**src/rtl/pipe_ctrl_pkg.sv**
```systemverilog
// Shared definitions for the pipeline hazard controller.
//   - FSM state encoding (RUN/STALL/FLUSH/MEMWAIT)
//   - register address width, stall counter width, memory wait limit
//   - control bundle struct driven by the priority mux
package pipe_ctrl_pkg;

  localparam int REG_ADDR_W  = 4;
  localparam int STALL_CNT_W = 16;
  localparam int WAIT_LIMIT  = 255;
  localparam int WAIT_CNT_W  = 8;

  typedef enum logic [1:0] {
    ST_RUN     = 2'd0,
    ST_STALL   = 2'd1,
    ST_FLUSH   = 2'd2,
    ST_MEMWAIT = 2'd3
  } state_e;

  typedef struct packed {
    logic freeze_front;
    logic freeze_back;
    logic flush_if_id;
    logic flush_id_ex;
  } ctrl_t;

endpackage

```
**src/rtl/pipe_hazard_ctrl_hazard_detect.sv**
```systemverilog
// hazard_detect: purely combinational source/destination compare.
// Ports:
//   id_src1, id_src2, id_valid, id_two_src : instruction in ID
//   exe_wb_en, exe_mem_r_en, exe_dest      : instruction in EXE
//   mem_wb_en, mem_dest                    : instruction in MEM
//   fwd_en                                 : forwarding unit active
//   hazard                                 : raw (unmasked) data hazard
module hazard_detect
  import pipe_ctrl_pkg::*;
(
  input  logic [REG_ADDR_W-1:0] id_src1,
  input  logic [REG_ADDR_W-1:0] id_src2,
  input  logic                  id_valid,
  input  logic                  id_two_src,
  input  logic                  exe_wb_en,
  input  logic                  exe_mem_r_en,
  input  logic [REG_ADDR_W-1:0] exe_dest,
  input  logic                  mem_wb_en,
  input  logic [REG_ADDR_W-1:0] mem_dest,
  input  logic                  fwd_en,
  output logic                  hazard
);

  logic m_src1;
  logic m_src2;

  // With forwarding, only a load in EXE cannot be bypassed in time;
  // without it, any pending write in EXE or MEM must be waited out.
  always_comb begin
    m_src1 = 1'b0;
    m_src2 = 1'b0;
    if (fwd_en) begin
      m_src1 = exe_wb_en & exe_mem_r_en & (exe_dest == id_src1);
      m_src2 = exe_wb_en & exe_mem_r_en & (exe_dest == id_src2);
    end else begin
      m_src1 = (exe_wb_en & (exe_dest == id_src1)) | (mem_wb_en & (mem_dest == id_src1));
      m_src2 = (exe_wb_en & (exe_dest == id_src2)) | (mem_wb_en & (mem_dest == id_src2));
    end
    hazard = id_valid & (m_src1 | (id_two_src & m_src2));
  end

endmodule

```
**src/rtl/pipe_hazard_ctrl.sv**
```systemverilog
// pipe_hazard_ctrl: pipeline freeze/flush controller.
// Ports:
//   clk, rst (async, active-low)
//   id_* / exe_* / mem_* / fwd_en : hazard compare inputs (see hazard_detect)
//   br_taken                      : branch resolved taken in EXE
//   mem_req, mem_ready            : MEM access pending / completion
//   freeze_front, freeze_back     : hold PC+IF/ID ; hold ID/EX, EX/MEM, MEM/WB
//   flush_if_id, flush_id_ex      : synchronous flush of IF/ID ; ID/EX
//   state, stall_cnt, mem_timeout : FSM state, front-freeze count, sticky error
// Memory handshake: a MEM access is outstanding while mem_req=1; it
// completes in the cycle mem_ready=1. mem_req=1 & mem_ready=0 is a wait cycle.
// Controls are combinational (act in the cycle the condition is present);
// the FSM records which condition won for observation and FLUSH masking.
module pipe_hazard_ctrl
  import pipe_ctrl_pkg::*;
(
  input  logic                   clk,
  input  logic                   rst,
  input  logic [REG_ADDR_W-1:0]  id_src1,
  input  logic [REG_ADDR_W-1:0]  id_src2,
  input  logic                   id_valid,
  input  logic                   id_two_src,
  input  logic                   exe_wb_en,
  input  logic                   exe_mem_r_en,
  input  logic [REG_ADDR_W-1:0]  exe_dest,
  input  logic                   mem_wb_en,
  input  logic [REG_ADDR_W-1:0]  mem_dest,
  input  logic                   fwd_en,
  input  logic                   br_taken,
  input  logic                   mem_req,
  input  logic                   mem_ready,
  output logic                   freeze_front,
  output logic                   freeze_back,
  output logic                   flush_if_id,
  output logic                   flush_id_ex,
  output logic [1:0]             state,
  output logic [STALL_CNT_W-1:0] stall_cnt,
  output logic                   mem_timeout
);

  state_e                 state_q, state_d;
  logic [STALL_CNT_W-1:0] stall_cnt_q, stall_cnt_d;
  logic [WAIT_CNT_W-1:0]  wait_cnt_q, wait_cnt_d;
  logic                   timeout_q, timeout_d;

  logic  hazard_raw;
  logic  hazard;
  logic  mem_wait;
  ctrl_t ctrl;

  hazard_detect u_hazard_detect (
    .id_src1      (id_src1),
    .id_src2      (id_src2),
    .id_valid     (id_valid),
    .id_two_src   (id_two_src),
    .exe_wb_en    (exe_wb_en),
    .exe_mem_r_en (exe_mem_r_en),
    .exe_dest     (exe_dest),
    .mem_wb_en    (mem_wb_en),
    .mem_dest     (mem_dest),
    .fwd_en       (fwd_en),
    .hazard       (hazard_raw)
  );

  // The cycle after a flush, ID holds a squashed instruction: ignore it.
  assign hazard   = hazard_raw & (state_q != ST_FLUSH);
  assign mem_wait = mem_req & ~mem_ready;

  // Priority mux and next-state. A held branch is deferred by mem_wait
  // and fires in the cycle mem_ready rises. Controls are forced low while
  // rst is asserted so nothing downstream moves during reset.
  always_comb begin
    ctrl    = '0;
    state_d = ST_RUN;
    if (mem_wait) begin
      ctrl.freeze_front = 1'b1;
      ctrl.freeze_back  = 1'b1;
      state_d           = ST_MEMWAIT;
    end else if (br_taken) begin
      ctrl.flush_if_id  = 1'b1;
      ctrl.flush_id_ex  = 1'b1;
      state_d           = ST_FLUSH;
    end else if (hazard) begin
      ctrl.freeze_front = 1'b1;
      ctrl.flush_id_ex  = 1'b1;
      state_d           = ST_STALL;
    end
    if (!rst) begin
      ctrl = '0;
    end
  end

  // Counters: stall_cnt saturates; wait_cnt clears whenever the wait ends
  // and parks at the limit once the timeout has been flagged.
  always_comb begin
    stall_cnt_d = stall_cnt_q;
    wait_cnt_d  = wait_cnt_q;
    timeout_d   = timeout_q;
    if (ctrl.freeze_front && (stall_cnt_q != {STALL_CNT_W{1'b1}})) begin
      stall_cnt_d = stall_cnt_q + 1'b1;
    end
    if (mem_wait) begin
      if (wait_cnt_q == WAIT_CNT_W'(WAIT_LIMIT)) begin
        timeout_d = 1'b1;
      end else begin
        wait_cnt_d = wait_cnt_q + 1'b1;
      end
    end else begin
      wait_cnt_d = '0;
    end
  end

  always_ff @(posedge clk or negedge rst) begin
    if (!rst) begin
      state_q     <= ST_RUN;
      stall_cnt_q <= '0;
      wait_cnt_q  <= '0;
      timeout_q   <= 1'b0;
    end else begin
      state_q     <= state_d;
      stall_cnt_q <= stall_cnt_d;
      wait_cnt_q  <= wait_cnt_d;
      timeout_q   <= timeout_d;
    end
  end

  assign freeze_front = ctrl.freeze_front;
  assign freeze_back  = ctrl.freeze_back;
  assign flush_if_id  = ctrl.flush_if_id;
  assign flush_id_ex  = ctrl.flush_id_ex;
  assign state        = state_q;
  assign stall_cnt    = stall_cnt_q;
  assign mem_timeout  = timeout_q;

endmodule

```
**config.mk**
```make
export PLATFORM = sky130hd
export DESIGN_NAME = pipe_hazard_ctrl
export DESIGN_NICKNAME = d
export VERILOG_FILES = /design/src/rtl/pipe_ctrl_pkg.sv /design/src/rtl/pipe_hazard_ctrl_hazard_detect.sv /design/src/rtl/pipe_hazard_ctrl.sv
export SDC_FILE = /design/constraint.sdc
export NUM_CORES = 1
export LEC_CHECK = 0
export CORE_ASPECT_RATIO = 0.8
export CORE_MARGIN = 8
export CORE_UTILIZATION = 40
export CTS_BUF_LIST = sky130_fd_sc_hd__clkbuf_8
export CTS_CLUSTER_DIAMETER = 200
export DETAILED_ROUTE_END_ITERATION = 12
export HOLD_SLACK_MARGIN = 0.06
export PLACE_DENSITY = 0.7
export SYNTH_ARGS = -nofsm -noshare
export SYNTH_HDL_FRONTEND = slang
export SYNTH_SLANG_ARGS = --single-unit
```
**constraint.sdc**
```tcl
create_clock -name clk -period 2.6 [get_ports clk]
set_input_delay 0.39 -clock clk [delete_from_list [all_inputs] [get_ports clk]]
set_output_delay 0.39 -clock clk [all_outputs]
set_load 0.005 [all_outputs]
```
==> implementation parameters <==
Parameter                              Value

Clocking
  Clk Tree Root Cell    clkbuf_8
  TritonCTS sink count    27
  CTS H-tree depth    1
  Clock tree from TritonCTS    done
  Maximum root-to-sink buffer count    2
  Number of buffers created by CTS    3
  CTS clk-pin slew, worst paths    80 ps
  Quantity of hold-fixing buffers added after cts    0
  Source-to-sink clock delay at the later pin of the worst-skew pair    roughly 280 ps

Placed design
  Worst slack, placed    -173 ps
  Number of buffers added on ports    ~50
  Detailed placement HPWL    approximately 3300 microns
  Global placer's final weighted congestion    approximately 0.93

Floorplanning
  Starting density of the core    between 40% and 50%
  Count of pins on the block boundary    50
  Number of rows in the core area    20
  Die Wd    between 80 and 90 microns
  Floorplan die area    6280 sq um
  Vertical die dimension    about 72 microns
  Core footprint    ~3800 sq um

Synth
  Cell count after synthesis    160
  Dominant cells by area after synthesis    dfrtp_1, xnor2_1, xor2_1, o2111ai_1, nand2_1
  Area share of the leading cell type in the synthesized netlist    a little over two fifths
  Synthesis-stage register bit count    27
  Sequential share of the synthesized area    between 40% and 50%
  Summed instance area of the synthesized netlist    approximately 1600 sq um
  Number of nets in the synthesized netlist    approximately 190
  Total of warnings raised by yosys    0
  Count of unique library cells instantiated by Yosys    39
  Mean instance size in the synthesized netlist    about 10 sq um
  Library cell with the largest summed area after synthesis    dfrtp_1

Worst setup path
  Critical Path End Type    output port
  Signal arrival time at the worst endpoint    between 2000 and 2500 ps
  Flop-to-flop setup slack    between 500 and 600 ps
  Crit path largest cell delay    around 520 ps
  Critical path start-end classification    in2out
  Kind of start point of the critical path    primary input
  Sequence of cells on the critical path    clkdlybuf4s50_1 > xor2_1 > nor4_2 > a31oi_2 > a21oi_2 > or2_2 > dlygate4sd2_1
  Maximum fanout along the worst path    3
  Max stage delay cell, worst path    clkdlybuf4s50_1
  Worst endpoint required time    2210 ps

STA
  Number of pins with negative max-slew slack in the final report    0
  Period Utilization, post-route    97.2%
  Worst slew pin tran    406 ps
  RSZ-0062 raised after global routing    false
  Period minus WS final    roughly 2500 ps
  Total count of hold-check failures in the final report    0
  Hold slack final    slightly below 500 ps
  Final setup vio count    0
  Setup slack of the critical path after layout    about 73 ps
  Setup skew after layout    between 10 and 15 ps
  Relative slew slack    about 73%
  Final-layout setup total negative slack    0 ps
  Maximum achievable frequency    roughly 400 MHz

Finish
  Share of layout cells above drive strength 1    around an eighth
  Commonest non-fill, non-tap cells in the layout    clkdlybuf4s50_1, dfrtp_1, xnor2_1
  Area taken by flip-flops and latches    676 sq um
  Combined area of the multi-input logic cells    ~900 sq um
  Most common cell after layout, fill and taps aside    clkdlybuf4s50_1
  Fill count    roughly 360
  Area growth from synthesis to layout    42.7%
  Number of nets in the finished design    250
  Number of diodes    0

Power
  Static leakage    between 0.9 and 1 nW
  Final total power    around 1.0 mW
  Share of total power in the clock network    a little under a quarter
  Highest ir drop seen on vdd    a little under 0.0003 V
  Switching power of the nets    approximately 0.27 mW
  Internal Dissipation    between 0.7 and 0.8 mW
  Switching share of power    a little over a quarter
  Fraction of power consumed by sequential logic    around half
  Combinational fraction of design power    a little over a quarter
  Power per standard cell area    about 440 nW/um^2

Routing
  Routed vias    approximately 1400
  Total wire length    4190 microns
  Number of remaining DRC errors    0
  Vias per std cell    between 5 and 6
  Routed WL per cell    between 15 and 20 microns
  Remaining antenna violation count    0
  Starting DRT DRC Count    33
  Pre-antenna DRT Iters    4

Run
  Max-cap violations    0

Min path
  Type of the worst min-delay path    reg2reg

Global routing
  Global route overflow    0
  Number of antenna violations at the first check in global routing    0
  Pin count of the biggest net entering global routing    28
  Total global-route track usage    between 10 and 15%
  Number of global-route vias before repair    1520
  Global-route wire length before repair    7050 microns

Outcome
  Run status    complete, no violations
[what timing repair did]
item                                    4_1_cts  5_1_grt
gates cloned                                  0        0
endpoints found under the setup margin        2        2
pin swaps                                     8        1
setup buffers                                 0        0
resized for setup                             9        1
[layer usage]
| layer | track usage, % | vias up | wire, microns |
|---|---|---|---|
| met5 | 0 | - | 0 |
| met4 | 3.43 | 0 | 45 |
| met3 | 5.19 | 6 | 283 |
| met2 | 24.1 | 37 | 2070 |
| met1 | 15.7 | 670 | 1790 |
| li1 | - | 686 | - |
[cell families after synthesis]
logic type | after synthesis | share of synthesized area (%)
buffers and inverters | 9 | 2.67
XOR/XNOR | 33 | 18.1
flip-flops | 27 | 42.4
AND/OR/NAND/NOR | 57 | 18.9
AO/OA/AOI/OAI | 29 | 14.4
multiplexers | 3 | 2.04
adder cells (fa/ha/maj) | 2 | 1.57
[metrics by stage]
step                      cells  cell area (sq um)  utilization [%]
final                       275               2280             59.8
after global routing        275               2280             59.8
after CTS                   275               2270             59.7
after detailed placement    271               2210             58.1
after global placement      271               2210             58.1
after floorplan             160               1600                -
[worst max-delay path: cells and delay by family]
kind | cells | cell delay [ps]
buffers and inverters | 2 | 780
AO/OA/AOI/OAI | 2 | 380
XOR/XNOR | 1 | 220
AND/OR/NAND/NOR | 2 | 360
[final cells by class]
cell class	instances	share of cell area, %
clock inverters	1	0.165
well taps	55	3.02
clock buffers	3	1.81
flip-flops and latches	27	29.7
repair buffers	59	24.6
inverters	6	0.990
multi-input cells	124	39.7
[sequential cells by signal (all words and copies together), names as in the netlist]
name	count
stall_cnt	16
wait_cnt_q	8
state	2
mem_timeout	1
[worst paths after layout]
check,depth (start not counted),from,endpoint
setup / recovery,7,exe_dest[3],freeze_front
max in group asynchronous,3,rst,stall_cnt[2]
min in group asynchronous,3,rst,wait_cnt_q[5]
setup reg to reg,7,stall_cnt[6],stall_cnt[1]
hold reg to reg,1,mem_timeout,mem_timeout
hold / removal,1,mem_timeout,mem_timeout
[power by group through the flow]
stage	Clock [mW]	Combinational, mW	Sequential, mW
2_1_floorplan	0	0.0923	0.507
3_3_place_gp	0	0.255	0.505
3_5_place_dp	0	0.261	0.508
4_1_cts	0.243	0.266	0.500
5_1_grt	0.253	0.290	0.507
6_report	0.236	0.262	0.500
[synth_stat cells (all sizes together)]
cell type / n
o21ai: 4
a31oi: 2
a21oi: 5
and4b: 1
clkbuf: 1
inv: 6
buf: 2
o21a: 1
o211ai: 4
o221a: 1
dfrtp: 27
and2: 2
nand3: 7
nor2b: 1
mux2: 2
o2111ai: 6
o21bai: 2
nor2: 14
xnor2: 19
nand2b: 2
ha: 2
and3: 6
nor4: 3
or2: 1
nand4: 2
nand2: 13
xor2: 14
mux2i: 1
a211oi: 3
nor3: 5
a41oi: 1
Note: power is estimated with default switching activity, not from simulation.
